File: src/rtl/riscv_hazard_ctrl.sv
// Pipeline hazard controller: in-flight destination scoreboard with youngest-source
// forwarding, load-use stalls, IF/D flushes, synchronised interrupt takes, perf counters.
module riscv_hazard_ctrl #(
    parameter  int unsigned REGW     = 5,
    parameter  int unsigned NUM_FWD  = 2,
    parameter  int unsigned LOAD_LAT = 1,
    parameter  int unsigned CNTW     = 16,
    localparam int unsigned FSW      = $clog2(NUM_FWD + 1)
) (
    input  logic            clk_i,
    input  logic            rst_ni,
    input  logic            ex_valid_i,
    input  logic [REGW-1:0] ex_rs1_i,
    input  logic [REGW-1:0] ex_rs2_i,
    input  logic            ex_rs1_used_i,
    input  logic            ex_rs2_used_i,
    input  logic [REGW-1:0] ex_rd_i,
    input  logic            ex_reg_write_i,
    input  logic            ex_is_load_i,
    input  logic            br_taken_i,
    input  logic            is_mret_i,
    input  logic            t_intr_i,
    input  logic            e_intr_i,
    input  logic            mie_i,
    output logic [FSW-1:0]  fwd_a_o,
    output logic [FSW-1:0]  fwd_b_o,
    output logic            stall_fd_o,
    output logic            flush_o,
    output logic            intr_take_o,
    output logic            intr_cause_o,
    output logic [CNTW-1:0] stall_cnt_o,
    output logic [CNTW-1:0] flush_cnt_o
);

    logic [NUM_FWD-1:0] sb_valid;
    logic [NUM_FWD-1:0] sb_wr;
    logic [NUM_FWD-1:0] sb_ld;
    logic [REGW-1:0]    sb_rd [NUM_FWD];

    logic [2:0]      t_sync;
    logic [2:0]      e_sync;
    logic            pend_t;
    logic            pend_e;
    logic [CNTW-1:0] stall_cnt;
    logic [CNTW-1:0] flush_cnt;

    logic           stall;
    logic           take;
    logic           flush;
    logic           lu_a;
    logic           lu_b;
    logic [FSW-1:0] sel_a;
    logic [FSW-1:0] sel_b;

    // Walk oldest to youngest so the youngest matching entry wins.
    always_comb begin
        sel_a = '0;
        sel_b = '0;
        lu_a  = 1'b0;
        lu_b  = 1'b0;
        for (int unsigned k = NUM_FWD; k > 0; k--) begin
            if (sb_valid[k-1] && sb_wr[k-1] && (sb_rd[k-1] == ex_rs1_i) &&
                (ex_rs1_i != '0) && ex_rs1_used_i) begin
                sel_a = FSW'(k);
                lu_a  = sb_ld[k-1] && (k < LOAD_LAT);
            end
            if (sb_valid[k-1] && sb_wr[k-1] && (sb_rd[k-1] == ex_rs2_i) &&
                (ex_rs2_i != '0) && ex_rs2_used_i) begin
                sel_b = FSW'(k);
                lu_b  = sb_ld[k-1] && (k < LOAD_LAT);
            end
        end
    end

    assign stall = lu_a | lu_b;
    assign take  = mie_i & (pend_e | pend_t) & ~stall & ~br_taken_i & ~is_mret_i;
    assign flush = (br_taken_i | is_mret_i | take) & ~stall;

    always_ff @(posedge clk_i or negedge rst_ni) begin
        if (!rst_ni) begin
            sb_valid <= '0;
            sb_wr    <= '0;
            sb_ld    <= '0;
            for (int unsigned k = 0; k < NUM_FWD; k++) begin
                sb_rd[k] <= '0;
            end
        end else begin
            // Stalled or interrupted instructions enter as bubbles; the shift never holds.
            sb_valid[0] <= ex_valid_i & ~stall & ~take;
            sb_wr[0]    <= ex_reg_write_i;
            sb_ld[0]    <= ex_is_load_i;
            sb_rd[0]    <= ex_rd_i;
            for (int unsigned k = 1; k < NUM_FWD; k++) begin
                sb_valid[k] <= sb_valid[k-1];
                sb_wr[k]    <= sb_wr[k-1];
                sb_ld[k]    <= sb_ld[k-1];
                sb_rd[k]    <= sb_rd[k-1];
            end
        end
    end

    always_ff @(posedge clk_i or negedge rst_ni) begin
        if (!rst_ni) begin
            t_sync <= '0;
            e_sync <= '0;
            pend_t <= 1'b0;
            pend_e <= 1'b0;
        end else begin
            t_sync <= {t_sync[1:0], t_intr_i};
            e_sync <= {e_sync[1:0], e_intr_i};
            // Only the taken source clears; a coincident new edge re-sets it.
            pend_e <= (pend_e & ~(take & pend_e)) | (e_sync[1] & ~e_sync[2]);
            pend_t <= (pend_t & ~(take & ~pend_e)) | (t_sync[1] & ~t_sync[2]);
        end
    end

    always_ff @(posedge clk_i or negedge rst_ni) begin
        if (!rst_ni) begin
            stall_cnt <= '0;
            flush_cnt <= '0;
        end else begin
            if (stall && (stall_cnt != '1)) begin
                stall_cnt <= stall_cnt + CNTW'(1);
            end
            if (flush && (flush_cnt != '1)) begin
                flush_cnt <= flush_cnt + CNTW'(1);
            end
        end
    end

    assign fwd_a_o      = sel_a;
    assign fwd_b_o      = sel_b;
    assign stall_fd_o   = stall;
    assign flush_o      = flush;
    assign intr_take_o  = take;
    assign intr_cause_o = pend_e;
    assign stall_cnt_o  = stall_cnt;
    assign flush_cnt_o  = flush_cnt;

endmodule

File: config.mk
export PLATFORM = sky130hd
export DESIGN_NAME = riscv_hazard_ctrl
export DESIGN_NICKNAME = d
export VERILOG_FILES = /design/src/rtl/riscv_hazard_ctrl.sv
export SDC_FILE = /design/constraint.sdc
export NUM_CORES = 1
export LEC_CHECK = 0
export CORE_AREA = 2 2 68 70
export CTS_CLUSTER_DIAMETER = 150
export DETAILED_ROUTE_END_ITERATION = 16
export DIE_AREA = 0 0 70 72
export GPL_ROUTABILITY_DRIVEN = 0
export GPL_TIMING_DRIVEN = 0
export PLACE_DENSITY_LB_ADDON = 0.25
export SLEW_MARGIN = 15
export SYNTH_ARGS = -nofsm -noshare
export SYNTH_HDL_FRONTEND = slang
export SYNTH_SLANG_ARGS = --single-unit
File: constraint.sdc
create_clock -name clk_i -period 1.9 [get_ports clk_i]
set_input_delay 0.38 -clock clk_i [delete_from_list [all_inputs] [get_ports clk_i]]
set_output_delay 0.38 -clock clk_i [all_outputs]
set_load 0.1 [all_outputs]
==> impl_metrics.csv <==
group,metric,value,unit
cells_and_area,antenna_cells,0,
logic_synthesis,ys_seq_area_share,52.7,%
pwr,power,3130,uW
grt,grt.total_usage,15.1,%
detailed_routing,antenna_left,0,
worst_setup_path,r2r_cells,6,
timing,fmax,466,MHz
pwr,switching_share,48.3,%
floorplanning,dieArea,0.00504,mm2
cells_and_area,final_layout_size_suffix_gt1_share,43.6,%
worst_setup_path,crit_slowest_cell,"dfrtp_1",
pwr,power_frac_seq,36.1,%
grt,antenna_found_initial,0,
timing,period_share,113,%
floorplanning,fp-row-count,24,
grt,grt_pass1_vias,1311,
outcome,outcome,"finished with violations",
worst_setup_path,critical_path.top_delay_family,"simple AND/OR/NAND/NOR gates",
pwr,clkPwrFrac,17.6,%
clock_tree,worstSkewPairLatency,280,ps
pwr,power_frac_comb,46.3,%
worst_setup_path,max_stage_delay,410,ps
clock_tree,cts_max_path_buffers,2,
worst_setup_path,reg2reg_setup_slack,150,ps
detailed_routing,first_iter_violations,33,
timing,fin_hold_ws,16.1,ps
worst_setup_path,crit_arrival,1770,ps
logic_synthesis,yosysUniqueCellTypes,29,
timing,rsz0062_at_grt,"true",
worst_setup_path,required,1520,ps
job,maxCapViolations,0,
logic_synthesis,synth_area,0.00180,mm2
cells_and_area,nets,263,
placement,placed_cell_area,0.00256,mm2
detailed_routing,drt-wirelength-per-cell,12.6,um
logic_synthesis,yosys_warnings,0,
worst_setup_path,rr_endpoint,"flush_cnt_o[3]$_DFFE_PN0P_",
placement,dpl_worst_slack,-1480,ps
clock_tree,cts_sinks,38,
timing,worst_slack,-247,ps
cells_and_area,area_delta_synth_final,53.3,%
floorplanning,die_w,70,um
worst_setup_path,crit_type,"flip-flop to output port",
clock_tree,cts_buffers,5,
detailed_routing,vias_per_cell,4.66,
grt,grt_pass1_wl,6000,um
timing,worst_slew_pin_slew,552,ps
outcome,violations,"negative setup slack",
detailed_routing,drc,0,
worst_setup_path,cp_num_buf_inv,1,
cells_and_area,post-route-util,64.9,%
timing,slew_viol_final,0,
pwr,ir_drop,1390,uV
clock_tree,clkTransAtPathRegs,70,ps
floorplanning,initial_utilization,42.3,%
timing,hold_viol,0,
detailed_routing,vias,1343,
pwr,p_int,1610,uW
floorplanning,fp.coreArea,0.00426,mm2
worst_setup_path,cp_max_fo,2,
clock_tree,cts-root-buf,"clkbuf_8",
clock_tree,cts_tree,"built",
pwr,p_switching,1510,uW
cells_and_area,mostFrequentLayoutCell,"buf_4",
timing,finalSetupViolCount,4,
logic_synthesis,ys_ff_latch,38,
cells_and_area,fin_area,0.00277,mm2
placement,place_hpwl,2720,um
worst_setup_path,reg2reg_from,"flush_cnt_o[0]$_DFFE_PN0P_",
clock_tree,hold_buffers,0,
logic_synthesis,syn_avg_cell_area,11.4,um2
detailed_routing,drt-total-wl,3620,um
placement,numPortBuffers,48,
worst_setup_path,cp-end-kind,"output port",
timing,fin_skew,4.26,ps
clock_tree,h-tree-depth,2,
cells_and_area,mostFrequentLayoutCells,"buf_4 (23), dfrtp_1 (21), xor2_1 (18), clkdlybuf4s15_2 (18), conb_1 (17)",
worst_hold_path,min_path_type,"input pin to asynchronous set/reset pin",
grt,gr-total-overflow,0,
timing,max-slew-margin-rel,63.4,%
logic_synthesis,syn_inst,158,
timing,min_period,2150,ps
worst_setup_path,critPathLaunchType,"flip-flop",
grt,grt_max_degree,24,
worst_setup_path,cp_cell_sequence,"xor2_1 -> nor4_2 -> nand4_1 -> nor3_4 -> buf_12",
pwr,power.leakage,0.00113,uW
pwr,powerDensity,1130,mW/mm2
floorplanning,die_h,72,um
floorplanning,boundaryPins,67,
detailed_routing,dr.pass1.iters,4,
==> cell usage after synthesis (all sizes together) <==
cell / n / area share [%]
or2: 1 / 0.35
xor2: 18 / 8.7
nor2b: 1 / 0.35
ha: 1 / 0.69
nand4: 9 / 3.1
or4: 3 / 1.5
nor4: 7 / 3.6
nor2: 5 / 1.0
nand2b: 1 / 0.35
nor4b: 3 / 1.5
mux2: 1 / 0.62
xnor2: 17 / 8.3
conb: 1 / 0.21
nand4b: 1 / 0.49
nand2: 6 / 1.2
nor3: 4 / 1.1
inv: 5 / 1.0
o21ai: 6 / 1.7
a211oi: 2 / 0.83
buf: 19 / 7.6
nand3: 6 / 1.9
nor3b: 1 / 0.42
dfrtp: 38 / 53
and2: 2 / 0.69
==> per-stage QoR <==
stage                     setup TNS (ps)  instances
final                               -798        288
after global routing               -1070        288
after CTS                           -987        288
after detailed placement           -7900        275
after global placement            -25820        274
after floorplan                    -1770        174
==> worst max path at each step <==
stage	slack, ps	depth (start not counted)	startpoint	endpoint
2_1_floorplan	-660	4	sb_rd[7]$_DFF_PN0_	fwd_b_o[1]
3_5_place_dp	-1480	6	ex_rs1_i[1]	fwd_a_o[1]
3_3_place_gp	-1480	6	ex_rs2_i[1]	fwd_b_o[1]
6_report	-250	5	sb_rd[1]$_DFF_PN0_	fwd_b_o[1]
5_1_grt	-320	5	sb_rd[1]$_DFF_PN0_	fwd_b_o[1]
4_1_cts	-280	5	sb_rd[1]$_DFF_PN0_	fwd_b_o[1]
==> power by group through the flow <==
stage / sequential [uW] / combinational [uW] / clock [uW]
floorplan: 1830 / 414 / 0
CTS: 1130 / 1450 / 576
global route: 1150 / 1500 / 605
finish: 1130 / 1450 / 550
detailed placement: 1140 / 1460 / 0
global placement: 1140 / 1440 / 0
==> cells by family (layout without fill, tap and decap cells) <==
logic type | count (synthesis) | count (layout) | share of synthesized area (%)
AOI/OAI and AO/OA | 8 | 8 | 2.50
xor gates and xnor gates | 35 | 35 | 17.0
adders and majority gates | 1 | 1 | 0.693
buffers and inverters | 24 | 86 | 8.67
DFF | 38 | 38 | 52.7
muxes | 1 | 1 | 0.624
other | 1 | 17 | 0.208
and+or+nand+nor | 50 | 50 | 17.6
==> per-layer routing <==
layer | part of all wire (%) | track usage, % | up-vias
li1 | - | - | 660
met1 | 42 | 18.7 | 628
met2 | 50 | 26.0 | 51
met3 | 6.4 | 4.31 | 4
met4 | 0.99 | 4.49 | 0
met5 | 0 | 0 | -
==> flip-flops by register name (all words and copies together) (netlist names) <==
name and cells:
sb_rd 10, sb_valid 2, t_sync 3, intr_cause_o 1
flush_cnt_o 16, pend_t 1, e_sync 3, sb_wr 2
==> cell type report <==
type | count | area (um2)
clock inverters | 2 | 12.5
well taps | 52 | 65.1
fillers | 342 | 1500
plain buffers | 19 | 146
inverters | 5 | 22.5
clock buffers | 6 | 82.6
multi-input cells | 112 | 886
flip-flops and latches | 38 | 985
repair buffers | 54 | 567
==> repair_timing <==
item | CTS | global route
setup endpoints to repair | 23 | 13
pin swaps | 13 | 4
resized for setup | 135 | 7
buffers inserted | 5 | 0
endpoints found under the hold margin | 0 | 0
==> worst register-to-register path: stages (launching register included) <==
cell and delay [ps]:
dfrtp_4 500, ha_1 230, nand4_1 160, nor4_2 80, buf_4 180, nor4b_1 350
xor2_1 170
No activity file was read; power rests on OpenSTA's default activity.
